File: config.mk
export PLATFORM = sky130hd
export DESIGN_NAME = ifetch_responder
export DESIGN_NICKNAME = d
export VERILOG_FILES = /design/src/rtl/ifetch_responder_pkg.sv /design/src/rtl/ifetch_icache.sv /design/src/rtl/ifetch_responder.sv
export SDC_FILE = /design/constraint.sdc
export NUM_CORES = 1
export LEC_CHECK = 0
export BUFFER_PORTS_ARGS = -buffer_cell sky130_fd_sc_hd__buf_2
export CORE_AREA = 10 10 167 91
export CTS_CLUSTER_SIZE = 40
export DETAILED_ROUTE_END_ITERATION = 16
export DIE_AREA = 0 0 177 101
export HOLD_SLACK_MARGIN = 0.15
export PLACE_DENSITY = 0.74
export SYNTH_ARGS = -nofsm -noshare
export SYNTH_HDL_FRONTEND = slang
export SYNTH_HIERARCHICAL = 1
export SYNTH_SLANG_ARGS = --single-unit
File: constraint.sdc
create_clock -name clk_in -period 2.88 [get_ports clk_in]
set_clock_uncertainty 0.2 [all_clocks]
set_input_delay 0.432 -clock clk_in [delete_from_list [all_inputs] [get_ports clk_in]]
set_output_delay 0.432 -clock clk_in [all_outputs]
set_load 0.01 [all_outputs]
File: src/rtl/ifetch_responder_pkg.sv
// ifetch_responder_pkg: shared constants, FSM encoding and byte-lane helper
// for the instruction-fetch responder. The HIT state exists only when the
// ICACHE_EN macro is defined.
package ifetch_responder_pkg;

   localparam int INST_W     = 32;
   localparam int INST_BYTES = INST_W / 8;
   // Cycles from address issue to the byte appearing on ram_din.
   localparam int RAM_RD_LAT = 1;

`ifdef ICACHE_EN
   typedef enum logic [1:0] {S_IDLE, S_FETCH, S_DONE, S_HIT} state_t;
`else
   typedef enum logic [1:0] {S_IDLE, S_FETCH, S_DONE} state_t;
`endif

   // Insert one RAM byte into its little-endian lane of the assembly word.
   function automatic logic [INST_W-1:0] put_byte(input logic [INST_W-1:0] w,
                                                  input logic [1:0]        lane,
                                                  input logic [7:0]        b);
      logic [INST_W-1:0] r;
      r = w;
      r[{lane, 3'b000} +: 8] = b;
      return r;
   endfunction

endpackage

File: src/rtl/ifetch_icache.sv
// ifetch_icache: direct-mapped, one-word-per-entry instruction cache.
// Combinational lookup, single-cycle fill. Only built when ICACHE_EN is set.
module ifetch_icache
   import ifetch_responder_pkg::*;
#(
   parameter int IDX_W = 4
) (
   input  logic              clk_in,
   input  logic              rst_in,
   input  logic [31:0]       lk_addr,
   output logic              lk_hit,
   output logic [INST_W-1:0] lk_data,
   input  logic              fill_en,
   input  logic [31:2]       fill_addr,
   input  logic [INST_W-1:0] fill_data
);

   localparam int ENTRIES = 1 << IDX_W;
   localparam int TAG_W   = 32 - IDX_W - 2;

   logic [ENTRIES-1:0]  valid_q;
   logic [TAG_W-1:0]    tag_q  [ENTRIES];
   logic [INST_W-1:0]   data_q [ENTRIES];
   logic [IDX_W-1:0]    lk_idx;
   logic [IDX_W-1:0]    fill_idx;

   assign lk_idx   = lk_addr[IDX_W+1:2];
   assign fill_idx = fill_addr[IDX_W+1:2];

   // Misaligned addresses never hit; they always go to RAM.
   assign lk_hit  = (lk_addr[1:0] == 2'b00) && valid_q[lk_idx] &&
                    (tag_q[lk_idx] == lk_addr[31:IDX_W+2]);
   assign lk_data = data_q[lk_idx];

   // Valid bits are the only reset state; a fill marks its entry valid.
   always_ff @(posedge clk_in or negedge rst_in) begin
      if (!rst_in)
         valid_q <= '0;
      else if (fill_en)
         valid_q[fill_idx] <= 1'b1;
   end

   // Tag and data arrays, written on fill, contents ignored until valid.
   always_ff @(posedge clk_in) begin
      if (fill_en) begin
         tag_q[fill_idx]  <= fill_addr[31:IDX_W+2];
         data_q[fill_idx] <= fill_data;
      end
   end

endmodule

File: src/rtl/ifetch_responder.sv
// ifetch_responder: instruction-fetch responder. Builds each 32-bit
// instruction from four little-endian byte reads through the arbiter
// req/gnt handshake. Optional macro ICACHE_EN adds a direct-mapped icache
// (ifetch_icache) that answers aligned hits in one cycle.
module ifetch_responder
   import ifetch_responder_pkg::*;
#(
   parameter int ICACHE_IDX_W = 4
) (
   input  logic              clk_in,
   input  logic              rst_in,
   input  logic              rdy_in,
   input  logic              clear,
   input  logic              if_enable,
   input  logic [31:0]       if_addr,
   output logic              inst_ready,
   output logic [INST_W-1:0] inst,
   output logic              mem_req,
   input  logic              mem_gnt,
   output logic [31:0]       ram_a,
   input  logic [7:0]        ram_din
);

   state_t                       state_q, state_d;
   logic [31:0]                  base_q;
   logic [2:0]                   k_q;
   logic [RAM_RD_LAT-1:0]        vld_pipe;
   logic [RAM_RD_LAT-1:0][1:0]   lane_pipe;
   logic [INST_W-1:0]            buf_q;
   logic [INST_W-1:0]            inst_q;
   logic                         mem_req_q;

   logic                         accept;
   logic                         issue;
   logic                         cap_vld;
   logic [1:0]                   cap_lane;
   logic                         miss;
   logic                         ic_hit;
   logic [INST_W-1:0]            ic_data;

   assign accept   = (state_q == S_IDLE) && if_enable && !clear;
   // One byte address per granted cycle; k_q[2] marks all four issued.
   assign issue    = rdy_in && !clear && (state_q == S_FETCH) && mem_gnt && !k_q[2];
   assign cap_vld  = vld_pipe[RAM_RD_LAT-1];
   assign cap_lane = lane_pipe[RAM_RD_LAT-1];
   assign miss     = !ic_hit;

   assign mem_req  = mem_req_q;
   assign ram_a    = ((state_q == S_FETCH) && mem_gnt && !k_q[2]) ?
                     base_q + {30'b0, k_q[1:0]} : 32'h0;
   // The pulse cycle shows the fresh word; otherwise the last delivered one.
   assign inst     = inst_ready ? buf_q : inst_q;

`ifdef ICACHE_EN
   logic fill_en;
   // Only completed, unflushed, aligned RAM fetches fill the cache.
   assign fill_en = inst_ready && (state_q == S_DONE) && (base_q[1:0] == 2'b00);

   ifetch_icache #(.IDX_W(ICACHE_IDX_W)) u_icache (
      .clk_in    (clk_in),
      .rst_in    (rst_in),
      .lk_addr   (if_addr),
      .lk_hit    (ic_hit),
      .lk_data   (ic_data),
      .fill_en   (fill_en),
      .fill_addr (base_q[31:2]),
      .fill_data (buf_q)
   );
`else
   logic [31:0] unused_cfg;
   assign unused_cfg = 32'(ICACHE_IDX_W);
   assign ic_hit     = 1'b0;
   assign ic_data    = '0;
`endif

   // State register; rdy_in low freezes the FSM.
   always_ff @(posedge clk_in or negedge rst_in) begin
      if (!rst_in)
         state_q <= S_IDLE;
      else if (rdy_in)
         state_q <= state_d;
   end

   // Next state and response pulse; clear overrides everything.
   always_comb begin
      state_d    = state_q;
      inst_ready = 1'b0;
      if (clear) begin
         state_d = S_IDLE;
      end else begin
         case (state_q)
            S_IDLE: begin
               if (accept) begin
`ifdef ICACHE_EN
                  state_d = ic_hit ? S_HIT : S_FETCH;
`else
                  state_d = S_FETCH;
`endif
               end
            end
            S_FETCH: begin
               if (cap_vld && (cap_lane == 2'd3))
                  state_d = S_DONE;
            end
            S_DONE: begin
               inst_ready = rdy_in;
               state_d    = S_IDLE;
            end
`ifdef ICACHE_EN
            S_HIT: begin
               inst_ready = rdy_in;
               state_d    = S_IDLE;
            end
`endif
            default: state_d = S_IDLE;
         endcase
      end
   end

   // Datapath: address counter, read-return pipe, byte assembly, request.
   always_ff @(posedge clk_in or negedge rst_in) begin
      if (!rst_in) begin
         base_q    <= '0;
         k_q       <= '0;
         vld_pipe  <= '0;
         lane_pipe <= '0;
         buf_q     <= '0;
         inst_q    <= '0;
         mem_req_q <= 1'b0;
      end else if (rdy_in) begin
         if (inst_ready)
            inst_q <= buf_q;
         if (clear) begin
            // Dropping the pipe valid bits discards any byte still in flight.
            k_q       <= '0;
            vld_pipe  <= '0;
            buf_q     <= '0;
            mem_req_q <= 1'b0;
         end else begin
            vld_pipe[0]  <= issue;
            lane_pipe[0] <= k_q[1:0];
            for (int i = 1; i < RAM_RD_LAT; i++) begin
               vld_pipe[i]  <= vld_pipe[i-1];
               lane_pipe[i] <= lane_pipe[i-1];
            end
            if (accept) begin
               base_q    <= if_addr;
               k_q       <= '0;
               mem_req_q <= miss;
               buf_q     <= miss ? '0 : ic_data;
            end
            if (issue) begin
               k_q <= k_q + 3'd1;
               if (k_q[1:0] == 2'd3)
                  mem_req_q <= 1'b0;
            end
            if (cap_vld)
               buf_q <= put_byte(buf_q, cap_lane, ram_din);
         end
      end
   end

endmodule

# Yosys cells after proc, flatten, opt, wreduce, memory -nomap -nowiden
# Cells that the tools add are included.
dict set report word_totals {
  regBits 105
  word_cells 59
}
dict set report classes {
  add_sub_neg 3
  n_eq_ne 6
  n_shift 2
  muxes 20
  bitwise_logic 1
  n_reduce_logical 19
}
# op count
set ops {}
lappend ops {{$mux W32} 5}
lappend ops {{$add A32 B2 Y32} 1}
lappend ops {{$bwmux W32} 1}
lappend ops {{$shift A8 B7 Y32 const A} 1}
lappend ops {{$shiftx A8 B7 Y32} 1}
lappend ops {{$logic_and A1 B1 Y1} 9}
lappend ops {{$mux W3} 3}
lappend ops {{$mux W1} 7}
lappend ops {{$neg A5 Y7} 1}
lappend ops {{$eq A2 B2 Y1 const B} 3}
lappend ops {{$mux W2} 3}
lappend ops {{$reduce_and A2 Y1} 3}
lappend ops {{$reduce_and A3 Y1} 2}
lappend ops {{$reduce_bool A3 Y1} 2}
lappend ops {{$pmux W2 S2} 1}
lappend ops {{$add A3 B1 Y3 const B} 1}
lappend ops {{$ne A3 B2 Y1 const B} 1}
lappend ops {{$ne A3 B3 Y1 const B} 1}
lappend ops {{$eq A2 B1 Y1 const B} 1}
lappend ops {{$logic_not A1 Y1} 2}
lappend ops {{$logic_not A2 Y1} 1}
lappend ops {{$not A1 Y1} 1}

# Logic depth before layout (Yosys ltp)
dict set report logic_depth {
  depth_word 7
  depth_mapped 8
  ltp_nobuf 6
}

# Worst setup path before layout
# No wires, ideal clock.
dict set report synth_timing {
  path_type {register to output}
  startpoint {register k_q[0]}
  endpoint {output ram_a[26]}
  arrival_time_ps 2161
  t_required_ps 2248
  setup_slack_ps 87
  stages_incl_launch_ff 8
  n_path_buf 1
  cell_sequence {dfrtp_1 > ha_1 > fa_1 > nand4_1 > or3_1 > clkbuf_1 > or4_1 > a21oi_1}
}
dict set report synth_between {
  elab_chain_len 2
}
# item line_no
set synth_lines {}
lappend synth_lines {{start: declaration} ifetch_responder.sv:26} ;# logic [2:0] k_q;
lappend synth_lines {{start signal: assignment} ifetch_responder.sv:153} ;# k_q <= k_q + 3'd1;
lappend synth_lines {{$add A32 B2 Y32} ifetch_responder.sv:50} ;# base_q + {30'b0, k_q[1:0]} : 32'h0;
lappend synth_lines {{$mux W32} ifetch_responder.sv:49} ;# assign ram_a = ((state_q == S_FETCH) && mem_gnt && !k_q[2]) ?
lappend synth_lines {{end: declaration} ifetch_responder.sv:20} ;# output logic [31:0] ram_a,
# No other way between the ends.

# Final worst setup path
dict set report layout_timing {
  startpoint {register k_q[0]}
  endpoint {output ram_a[28]}
}
# The elaborated chain is that of the path after synthesis.

==> results.cfg <==
[logic_synthesis]
ys_ff_latch = 105
synth-edff-count = 0
netlist.area_leader.share_pct = 48.6
ys_seq_area_share_pct = 48.6
synth-warning-count = 6
synthCells = 503
ys.flop_type = dfrtp_1
synth_area_leaders = dfrtp_1 49%, mux2_2 20%, nand2_1 4.9%, o21ai_0 3.7%, a21oi_1 2.2%
synth_cell_types = 42
synthesis.area_um2 = 5410
synth_top_area_cell = dfrtp_1
syn-num-nets = 559
ys_async_sr_fraction_pct = 100
synth_area_per_cell_um2 = 10.7

[setup_path]
worstSetupPathType = register to output port
path_cells = ha_4 -> fa_2 -> nand4_1 -> or3_4 -> buf_12 -> or4_4 -> a21oi_2 -> buf_2
slowest_delay_ns = 0.52
cp-start-kind = register
r2r_slack_ns = 0.59
reg2reg_depth = 4
crit_path_end_kind = output port
r2r_start = state_q[1]
path_max_fanout = 8
critPathSlowestCell = or4_4
cp.required_ns = 2.25
r2r-end = buf_q[9]
cp.arrival_ns = 2.55

[floorplan]
rows = 29
die_x_um = 177
fp.dieH_um = 101
pin_count = 112
core_um2 = 12400
dieArea_um2 = 17900
start_util_pct = 43.7

[routing]
wire_per_inst_um = 17.8
drt-initial-drc-count = 260
drt_wl_total_mm = 15.0
drt_pass1_iterations = 5
vias = 4500
drc_errors = 0
drtAntennaViolNets = 0
vias_per_cell = 5.34

[cells_and_area]
layout-drive-gt1-share_pct = 41.8
fin_area_um2 = 7150
areaGrowthSynthToFinish_pct = 32.3
finalNetCount = 721

[timing]
drv_slew = 0
finalCriticalPeriod_ns = 3.19
fin_ws_ns = -0.306
final-hold-violation-count = 0
rsz0062_at_grt = true
relSlewSlack_pct = 54.2
max_freq_ghz = 0.314
fin_crit_sh_pct = 111
setup_violations = 19
setup_tns_ns = -3.69
tightest_slew_ns = 0.686

[place]
globalplace.congestion = 0.839
dp_hpwl_mm = 10.8
io_buffer_count = 111
pre_cts_slack_ns = -0.0982
placed_area_um2 = 6290

[run_status]
violations = setup timing
status = finished, violations left

[power_and_ir_drop]
peakVddDrop_uv = 315
leakagePower_nw = 3.36
p_per_area_nw_per_um2 = 514
finalPower_mw = 3.68

[clock_tree]
clk_latency_ns = 0.35
cts_htree_levels = 3
cts_tree = done
cts-root-buf = clkbuf_16
cts.sinks = 105
clk_pin_slew_ns = 0.07
cts_made_buffers = 9
clock_path_buffers = 2

[global_route]
grt_util_all_layers_pct = 16.6
gr-usage-met1_pct = 22.3
grt_max_degree = 66
gr-total-overflow = 0
antenna_found_initial = 2
top_usage_layer = met2
grt_pass1_wl_mm = 24.1
gr-usage-met3_pct = 4.49
grt_pass1_vias = 4603
grtUsageMet2_pct = 25.7

[worst_hold_path]
worst_hold_path_type = primary input to register
min_from = if_addr[1]
holdPathEnd = base_q[1]
hold_depth = 2

[job]
maxCapViolations = 0
-- power by group --
part / internal [mW] / switching [mW] / leakage [nW]
sequential: 1.61 / 0.192 / 1.40
clock: 0.606 / 0.586 / 0.143
combinational: 0.340 / 0.341 / 1.82
total: 2.56 / 1.12 / 3.36
-- Yosys cell counts, types with 2 or more instances --
cell      number
ha_1           9
nand3_1        8
and4_1         5
buf_2          6
or4_1         13
nand4_1        7
mux2i_1        2
nor3b_1        2
o22ai_1        3
o21ai_0       40
mux2_2        96
o31ai_1       12
nor3_1         4
o221ai_1       4
inv_1         12
nor2_1        11
nor4_1         2
nand2_1       70
a31oi_1        3
xnor2_1        7
a21oi_1       24
dfrtp_1      105
buf_1          4
and2_1         3
nand2b_1       3
a22o_1         5
or3_1         11
clkbuf_1      18
-- layout make-up --
cell class                      count  area [um^2]
Fill cell                        1020         5220
Multi-Input combinational cell    358         2720
Sequential cell                   105         2630
Timing Repair Buffer              179         1250
Clock buffer                        9          225
Tap cell                          170          213
Clock inverter                      7         60.1
Inverter                           12         45.0
Antenna cell                        2         5.00
-- worst max-delay path by stage --
stage	from	to	slack, ns	depth (start not counted)
floorplan	k_q[0]	ram_a[26]	0.09	7
global route	k_q[0]	ram_a[28]	-0.39	8
global placement	k_q[0]	ram_a[26]	0.05	8
finish	k_q[0]	ram_a[28]	-0.31	8
detailed placement	k_q[0]	ram_a[20]	-0.1	8
CTS	k_q[0]	ram_a[30]	-0.27	8
-- stage by stage --
step | hold slack (ns) | std cells | util, %
floorplan | -0.0636 | 503 | -
global placement | 0.187 | 781 | 50.8
detailed placement | 0.195 | 781 | 50.8
CTS | 0.153 | 839 | 57.7
global route | 0.166 | 841 | 57.8
finish | 0.162 | 842 | 57.8
-- sequential cells by signal (all words and copies together) (netlist names) --
register  cells
cap_vld       1
state_q       2
base_q       32
inst_q       32
buf_q        32
k_q           3
mem_req       1
cap_lane      2
-- worst max-delay path: cells and delay by family (launching register included) --
family	cells	cell delay, ns
simple gates	3	1.01
flops	1	0.40
fa+ha+maj	2	0.37
buf+inv	2	0.29
compound gates	1	0.14
-- layout by cell type (no fill, tap or decap), types with 2 or more instances in the layout --
master	n
a21oi_1	21
a21oi_2	3
a22o_1	5
a31oi_1	3
and2_1	3
and4_1	5
buf_12	5
buf_2	110
buf_4	26
buf_6	4
clkbuf_16	9
dfrtp_1	105
diode_2	2
dlygate4sd3_1	32
ha_1	8
inv_1	12
inv_6	4
mux2_2	96
mux2i_1	2
nand2_1	70
nand2b_1	3
nand3_1	8
nand4_1	7
nor2_1	11
nor3_1	4
nor3b_2	2
nor4_1	2
o21ai_0	40
o221ai_1	4
o22ai_1	3
o31ai_1	7
o31ai_2	4
or3_1	10
or4_1	9
or4_4	4
xnor2_1	7
-- routing by layer --
metal | vias up | wire length (um) | share of wire, %
li1 | 2149 | - | -
met1 | 2185 | 6780 | 45
met2 | 148 | 6930 | 46
met3 | 18 | 1060 | 7.1
met4 | 0 | 230 | 1.5
met5 | - | 0 | 0
-- cells by family (layout without fill, tap and decap cells) --
group,count (synthesis),count (layout),share of synthesized area (%)
AND/OR/NAND/NOR,148,148,14.2
flip-flops,105,105,48.6
multiplexers,98,98,20.4
AO/OA/AOI/OAI,94,94,10.2
buffers and inverters,40,207,2.92
adder cells (fa/ha/maj),10,10,2.45
XOR/XNOR,8,8,1.30
other,0,2,0
-- timing repair --
item,in CTS,in global routing
hold endpoints to repair,61,0
setup buffers,8,2
setup endpoints to repair,19,20
hold buffers,32,0
gates cloned,2,0
resized for setup,25,4
pin swaps,31,4
Power figures use the tool's default switching activity.
